==> src/rtl/tlc_pkg.sv <==
// Shared constants for the traffic-light scheduler: state encoding, side indices, default dwells.
// Latency: n/a (constants and a pure helper function only).
// Backpressure: n/a.
package tlc_pkg;

  typedef enum logic [1:0] {
    ST_IDLE   = 2'd0,
    ST_GREEN  = 2'd1,
    ST_AMBER  = 2'd2,
    ST_ALLRED = 2'd3
  } state_t;

  localparam logic [1:0] SIDE_0 = 2'd0;
  localparam logic [1:0] SIDE_1 = 2'd1;
  localparam logic [1:0] SIDE_2 = 2'd2;
  localparam logic [1:0] SIDE_3 = 2'd3;

  localparam int GREEN_T_DEF  = 50;
  localparam int AMBER_T_DEF  = 5;
  localparam int ALLRED_T_DEF = 2;
  localparam int CNT_W        = 6;

  // One-hot lamp vector for a side index.
  function automatic logic [3:0] side_oh(input logic [1:0] s);
    side_oh = 4'b0001 << s;
  endfunction

endpackage

==> src/rtl/tlc_rr_pick.sv <==
// Round-robin winner search over four sides, nearest to pointer+1 wins, pointer itself last.
// Latency: combinational, 0 cycles.
// Backpressure: none; winner is meaningful only while any=1.
// Ports: req[3:0] candidate sides, pointer[1:0] last served side,
//        winner[1:0] chosen side, any = at least one candidate present.
module tlc_rr_pick (
  input  logic [3:0] req,
  input  logic [1:0] pointer,
  output logic [1:0] winner,
  output logic       any
);

  logic [1:0] idx;

  // Scan from farthest to nearest so the nearest set bit overwrites the result.
  always_comb begin
    winner = pointer;
    any    = 1'b0;
    idx    = 2'd0;
    for (int k = 4; k >= 1; k--) begin
      idx = pointer + 2'(k);
      if (req[idx]) begin
        winner = idx;
        any    = 1'b1;
      end
    end
  end

endmodule

==> src/rtl/tlc_sched.sv <==
// Four-way traffic-light scheduler: round-robin greens with amber and all-red clearance.
// Latency: lamps registered, change on the same edge as the state; decisions use inputs of the prior cycle.
// Backpressure: none; req/emg_req are level-sensitive and sampled only when a decision is due.
// Optional emergency preemption is built when macro TLC_SCHED_EMG_EN is defined.
// Ports: clkdiv clock, rst sync active-high reset, req[3:0] per-side sensors,
//        emg_req/emg_side preemption request, G/O/R[3:0] lamps, side[1:0] owner, preempt flag.
module tlc_sched
  import tlc_pkg::*;
#(
  parameter int GREEN_T  = GREEN_T_DEF,
  parameter int AMBER_T  = AMBER_T_DEF,
  parameter int ALLRED_T = ALLRED_T_DEF
) (
  input  logic       clkdiv,
  input  logic       rst,
  input  logic [3:0] req,
  input  logic       emg_req,
  input  logic [1:0] emg_side,
  output logic [3:0] G,
  output logic [3:0] O,
  output logic [3:0] R,
  output logic [1:0] side,
  output logic       preempt
);

  localparam logic [CNT_W-1:0] G_LAST = CNT_W'(GREEN_T - 1);
  localparam logic [CNT_W-1:0] A_LAST = CNT_W'(AMBER_T - 1);
  localparam logic [CNT_W-1:0] R_LAST = CNT_W'(ALLRED_T - 1);

  state_t           state, nxt_state;
  logic [CNT_W-1:0] cnt, nxt_cnt;
  logic [1:0]       ptr, nxt_ptr;
  logic [1:0]       win_q, nxt_win;
  logic [1:0]       nxt_side;
  logic             nxt_preempt;
  logic [3:0]       nxt_g, nxt_o;

  logic             emg_act;
  logic [3:0]       req_eff;
  logic [3:0]       pick_req;
  logic [1:0]       pick_win;
  logic             pick_any;

`ifdef TLC_SCHED_EMG_EN
  assign emg_act = emg_req;
`else
  logic unused_emg;
  assign emg_act    = 1'b0;
  assign unused_emg = emg_req;
`endif

  // An emergency in IDLE acts as an ordinary request on its side.
  assign req_eff = req | (emg_act ? side_oh(emg_side) : 4'b0000);

  // The green side's own sensor never competes against itself.
  assign pick_req = (state == ST_GREEN) ? (req_eff & ~side_oh(side)) : req_eff;

  tlc_rr_pick u_pick (
    .req     (pick_req),
    .pointer (ptr),
    .winner  (pick_win),
    .any     (pick_any)
  );

  always_ff @(posedge clkdiv) begin
    if (rst) begin
      state   <= ST_IDLE;
      cnt     <= '0;
      ptr     <= SIDE_3;
      win_q   <= SIDE_0;
      side    <= SIDE_0;
      preempt <= 1'b0;
      G       <= 4'b0000;
      O       <= 4'b0000;
    end else begin
      state   <= nxt_state;
      cnt     <= nxt_cnt;
      ptr     <= nxt_ptr;
      win_q   <= nxt_win;
      side    <= nxt_side;
      preempt <= nxt_preempt;
      G       <= nxt_g;
      O       <= nxt_o;
    end
  end

  always_comb begin
    nxt_state = state;
    nxt_cnt   = cnt + 1'b1;
    nxt_ptr   = ptr;
    nxt_win   = win_q;
    nxt_side  = side;

    case (state)
      ST_IDLE: begin
        nxt_cnt = '0;
        if (pick_any) begin
          nxt_state = ST_ALLRED;
          nxt_win   = pick_win;
        end
      end

      ST_GREEN: begin
        if (emg_act) begin
          nxt_cnt = '0;
          if (emg_side != side) begin
            nxt_state = ST_AMBER;
            nxt_win   = emg_side;
          end
        end else if (preempt) begin
          // Emergency just released: give the held side a fresh full green.
          nxt_cnt = '0;
        end else if (cnt == G_LAST) begin
          nxt_cnt = '0;
          if (pick_any) begin
            nxt_state = ST_AMBER;
            nxt_win   = pick_win;
          end
        end
      end

      ST_AMBER: begin
        if (emg_act) nxt_win = emg_side;
        if (cnt == A_LAST) begin
          nxt_state = ST_ALLRED;
          nxt_cnt   = '0;
        end
      end

      ST_ALLRED: begin
        if (emg_act) nxt_win = emg_side;
        if (cnt == R_LAST) begin
          nxt_state = ST_GREEN;
          nxt_cnt   = '0;
          nxt_side  = nxt_win;
          nxt_ptr   = nxt_win;
        end
      end

      default: begin
        nxt_state = ST_IDLE;
        nxt_cnt   = '0;
      end
    endcase

    // Lamps decoded from the next state so they register alongside it.
    nxt_g       = (nxt_state == ST_GREEN) ? side_oh(nxt_side) : 4'b0000;
    nxt_o       = (nxt_state == ST_AMBER) ? side_oh(nxt_side) : 4'b0000;
    nxt_preempt = emg_act && (nxt_state == ST_GREEN) && (nxt_side == emg_side);
  end

  assign R = ~(G | O);

endmodule

==> config.mk <==
export PLATFORM = sky130hd
export DESIGN_NAME = tlc_sched
export DESIGN_NICKNAME = d
export VERILOG_FILES = /design/src/rtl/tlc_pkg.sv /design/src/rtl/tlc_rr_pick.sv /design/src/rtl/tlc_sched.sv
export SDC_FILE = /design/constraint.sdc
export NUM_CORES = 1
export LEC_CHECK = 0
export CAP_MARGIN = 20
export CORE_AREA = 3 3 53 55
export CTS_BUF_LIST = sky130_fd_sc_hd__clkbuf_16
export DETAILED_ROUTE_END_ITERATION = 8
export DIE_AREA = 0 0 56 58
export PLACE_DENSITY = 0.75
export SYNTH_ARGS = -nofsm -noshare
export SYNTH_HDL_FRONTEND = slang
export SYNTH_SLANG_ARGS = --single-unit
export TNS_END_PERCENT = 10
==> constraint.sdc <==
create_clock -name clkdiv -period 2.65 [get_ports clkdiv]
set_clock_uncertainty 0.2 [all_clocks]
set_input_delay 0.53 -clock clkdiv [delete_from_list [all_inputs] [get_ports clkdiv]]
set_output_delay 0.53 -clock clkdiv [all_outputs]
set_load 0.02 [all_outputs]
==> impl_metrics.tcl <==
set metrics [dict create \
    drive_above_1_share_pct 15.9 \
    post-synth-top-count-cell "dfxtp_1" \
    hold_buffers 0 \
    clk_pin_slew_ns 0.06 \
    reg2reg_from "cnt[0]" \
    setup-violations-final 0 \
    io_buffers 19 \
    post_cts_buffers 0 \
    switchingPower_w 0.000218 \
    dp_cells 196 \
    final_antenna_net_count 0 \
    rsz0062_at_grt "false" \
    cp.arrival_ns 2.44 \
    rows 18 \
    die_width_um 56 \
    nets 183 \
    start_kind "flip-flop" \
    vias_per_cell 5.60 \
    ir_drop_v 0.000470 \
    synthTopCellsByArea "dfxtp_1 38%, nor2_1 5.2%, nand2_1 4.9%" \
    start_util_pct 47.5 \
    pre_cts_slack_ns -0.0827 \
    grt_start_max_net_pins 14 \
    fill_cells 210 \
    comb_power_share_pct 16.5 \
    area_delta_synth_final_pct 35.3 \
    p_leak_nw 0.589 \
    fin_crit_sh_pct 93.7 \
    hold_viol 0 \
    syn_area_per_cell_sq_um 8.38 \
    seqCellArea_sq_um 440 \
    synth-main-ff-cell "dfxtp_1" \
    die-area_sq_um 3250 \
    async_flop_share_pct 0 \
    timing.fmax_ghz 0.403 \
    overflow 0 \
    yosysWarnings 0 \
    syn_area_sq_um 1160 \
    whs_ns 0.292 \
    drtPass1Iterations 4 \
    multiInputGateArea_sq_um 652 \
    finalWirelength_um 2730 \
    gp_congestion 0.818 \
    cts.sinks 22 \
    drv_slew 0 \
    drv_cap 0 \
    clockBufferDepth 2 \
    setup_slack_ns 0.167 \
    antenna_found_initial 0 \
    syn_nets 150 \
    grt_usage_pct 17.9 \
    cts_tree "yes" \
    outcome "completed" \
    insertedDiodeCount 0 \
    crit_path_max_fanout 5 \
    cts.repair.resized 0 \
    period_minus_slack_ns 2.48 \
    synth_common_cells "22 x dfxtp_1, 16 x nor2_1, 15 x nand2_1" \
    wl_per_cell_um 13.6 \
    total_power_w 0.000941 \
    clock_latency_ns 0.25 \
    cts-root-buf "clkbuf_16" \
    hpwl_um 2100 \
    synth_area_leader_cell "dfxtp_1" \
    internal_power_w 0.000722 \
    vias 1119 \
    cp_data_required_time_ns 2.61 \
    min-delay-start "cnt[0]" \
    grt_pass1_wl_um 4630 \
    synthCells 138 \
    htree_levels 1 \
    stdcell_count 200 \
    drt_iter0_drc 36 \
    min_path_type "reg -> reg" \
    synth-edff-count 0 \
    crit_path_end_kind "flip-flop" \
    synth_seq_cells 22 \
    powerDensity_nw_per_um2 601 \
    pin_count 24 \
    crit_start "cnt[0]" \
    drcViolationCount 0 \
    die_h_um 58 \
    clkPwrFrac_pct 44.5 \
    first_global_vias 1069 \
    yosysUniqueCellTypes 39 \
    seqPwrFrac_pct 39.0 \
    sw_frac_of_total_pct 23.2 \
    cts-buffers-inserted 3 \
    synth.top_cell.area_share_pct 38.1 \
    ys_seq_area_share_pct 38.1 \
    core_area_sq_um 2430 \
    crit_type "reg -> reg" \
]
-- power groups by stage --
stage | sequential, W | combinational, W | clock [W]
floorplan | 0.000372 | 0.0000885 | 0
global placement | 0.000372 | 0.000147 | 0
detailed placement | 0.000374 | 0.000152 | 0
CTS | 0.000367 | 0.000154 | 0.000422
global route | 0.000369 | 0.000171 | 0.000438
finish | 0.000367 | 0.000155 | 0.000419
-- worst max-delay path, stage by stage, from the launching register on --
cell and delay (ns):
dfxtp_1 0.40, ha_1 0.19, or3b_2 0.47, o21ai_0 0.34, o211ai_2 0.19, buf_4 0.17
buf_4 0.13, a221oi_1 0.29
-- per-stage QoR --
stage	instance area [sq um]	TNS [ns]	util, %
floorplan	1160	0	-
global placement	1460	-0.0720	60.0
detailed placement	1460	-0.176	60.0
CTS	1560	0	64.3
global route	1560	0	64.3
finish	1560	0	64.3
-- cell usage in the layout (no fill, tap or decap), types with 2 or more instances in the layout --
cell type / netlist / final
buf_4: 1 / 14
ha_1: 3 / 3
nand3_1: 5 / 5
nand3b_1: 2 / 2
inv_1: 9 / 9
a211oi_1: 2 / 2
nand2b_1: 3 / 3
dfxtp_1: 22 / 22
a21o_1: 2 / 2
nor2_1: 16 / 16
xnor2_1: 2 / 2
nor4bb_1: 2 / 2
a21oi_1: 9 / 9
xor2_1: 2 / 2
nor2b_1: 2 / 2
a221oi_1: 2 / 2
clkbuf_16: 0 / 3
nand2_1: 15 / 15
or3_1: 4 / 4
nor3_1: 5 / 5
nor3b_1: 4 / 4
clkdlybuf4s50_1: 0 / 19
o21ai_0: 6 / 6
-- sequential cells by signal, summed over array words and instances (netlist names) --
| signal | cells |
|---|---|
| cnt | 6 |
| side | 2 |
| state | 2 |
| ptr | 2 |
| win_q | 2 |
| G | 4 |
| O | 4 |
-- area by class of cell --
cell class              count  share of cell area, %
repair buffers             33                   18.9
multi-input cells         102                   41.7
inverters                   9                   2.16
clock inverters             1                   1.92
well taps                  30                   2.40
clock buffers               3                   4.80
flip-flops and latches     22                   28.2
-- worst paths after layout --
path,endpoint,slack [ns],cells after the start
worst max-delay path,win_q[1],0.17,7
worst min-delay path,cnt[0],0.29,1
worst max register to register,win_q[1],0.17,7
worst min register to register,cnt[0],0.29,1
-- logic make-up after synthesis --
group / after synthesis / share of synthesized area [%]
compound gates: 28 / 18.0
xor+xnor: 4 / 3.03
fa+ha+maj: 3 / 3.25
buf+inv: 14 / 5.52
flops: 22 / 38.1
mux: 2 / 2.27
other cells: 1 / 0.324
simple gates: 64 / 29.5
-- per-layer routing --
layer	up-vias	GRT usage (%)	routed length, um	part of all wire (%)
met4	0	7.80	49	1.8
met1	528	19.6	1090	40
li1	548	-	-	-
met5	-	0	0	0
met2	35	33.2	1440	53
met3	8	3.79	152	5.6
Power figures use the tool's default switching activity.
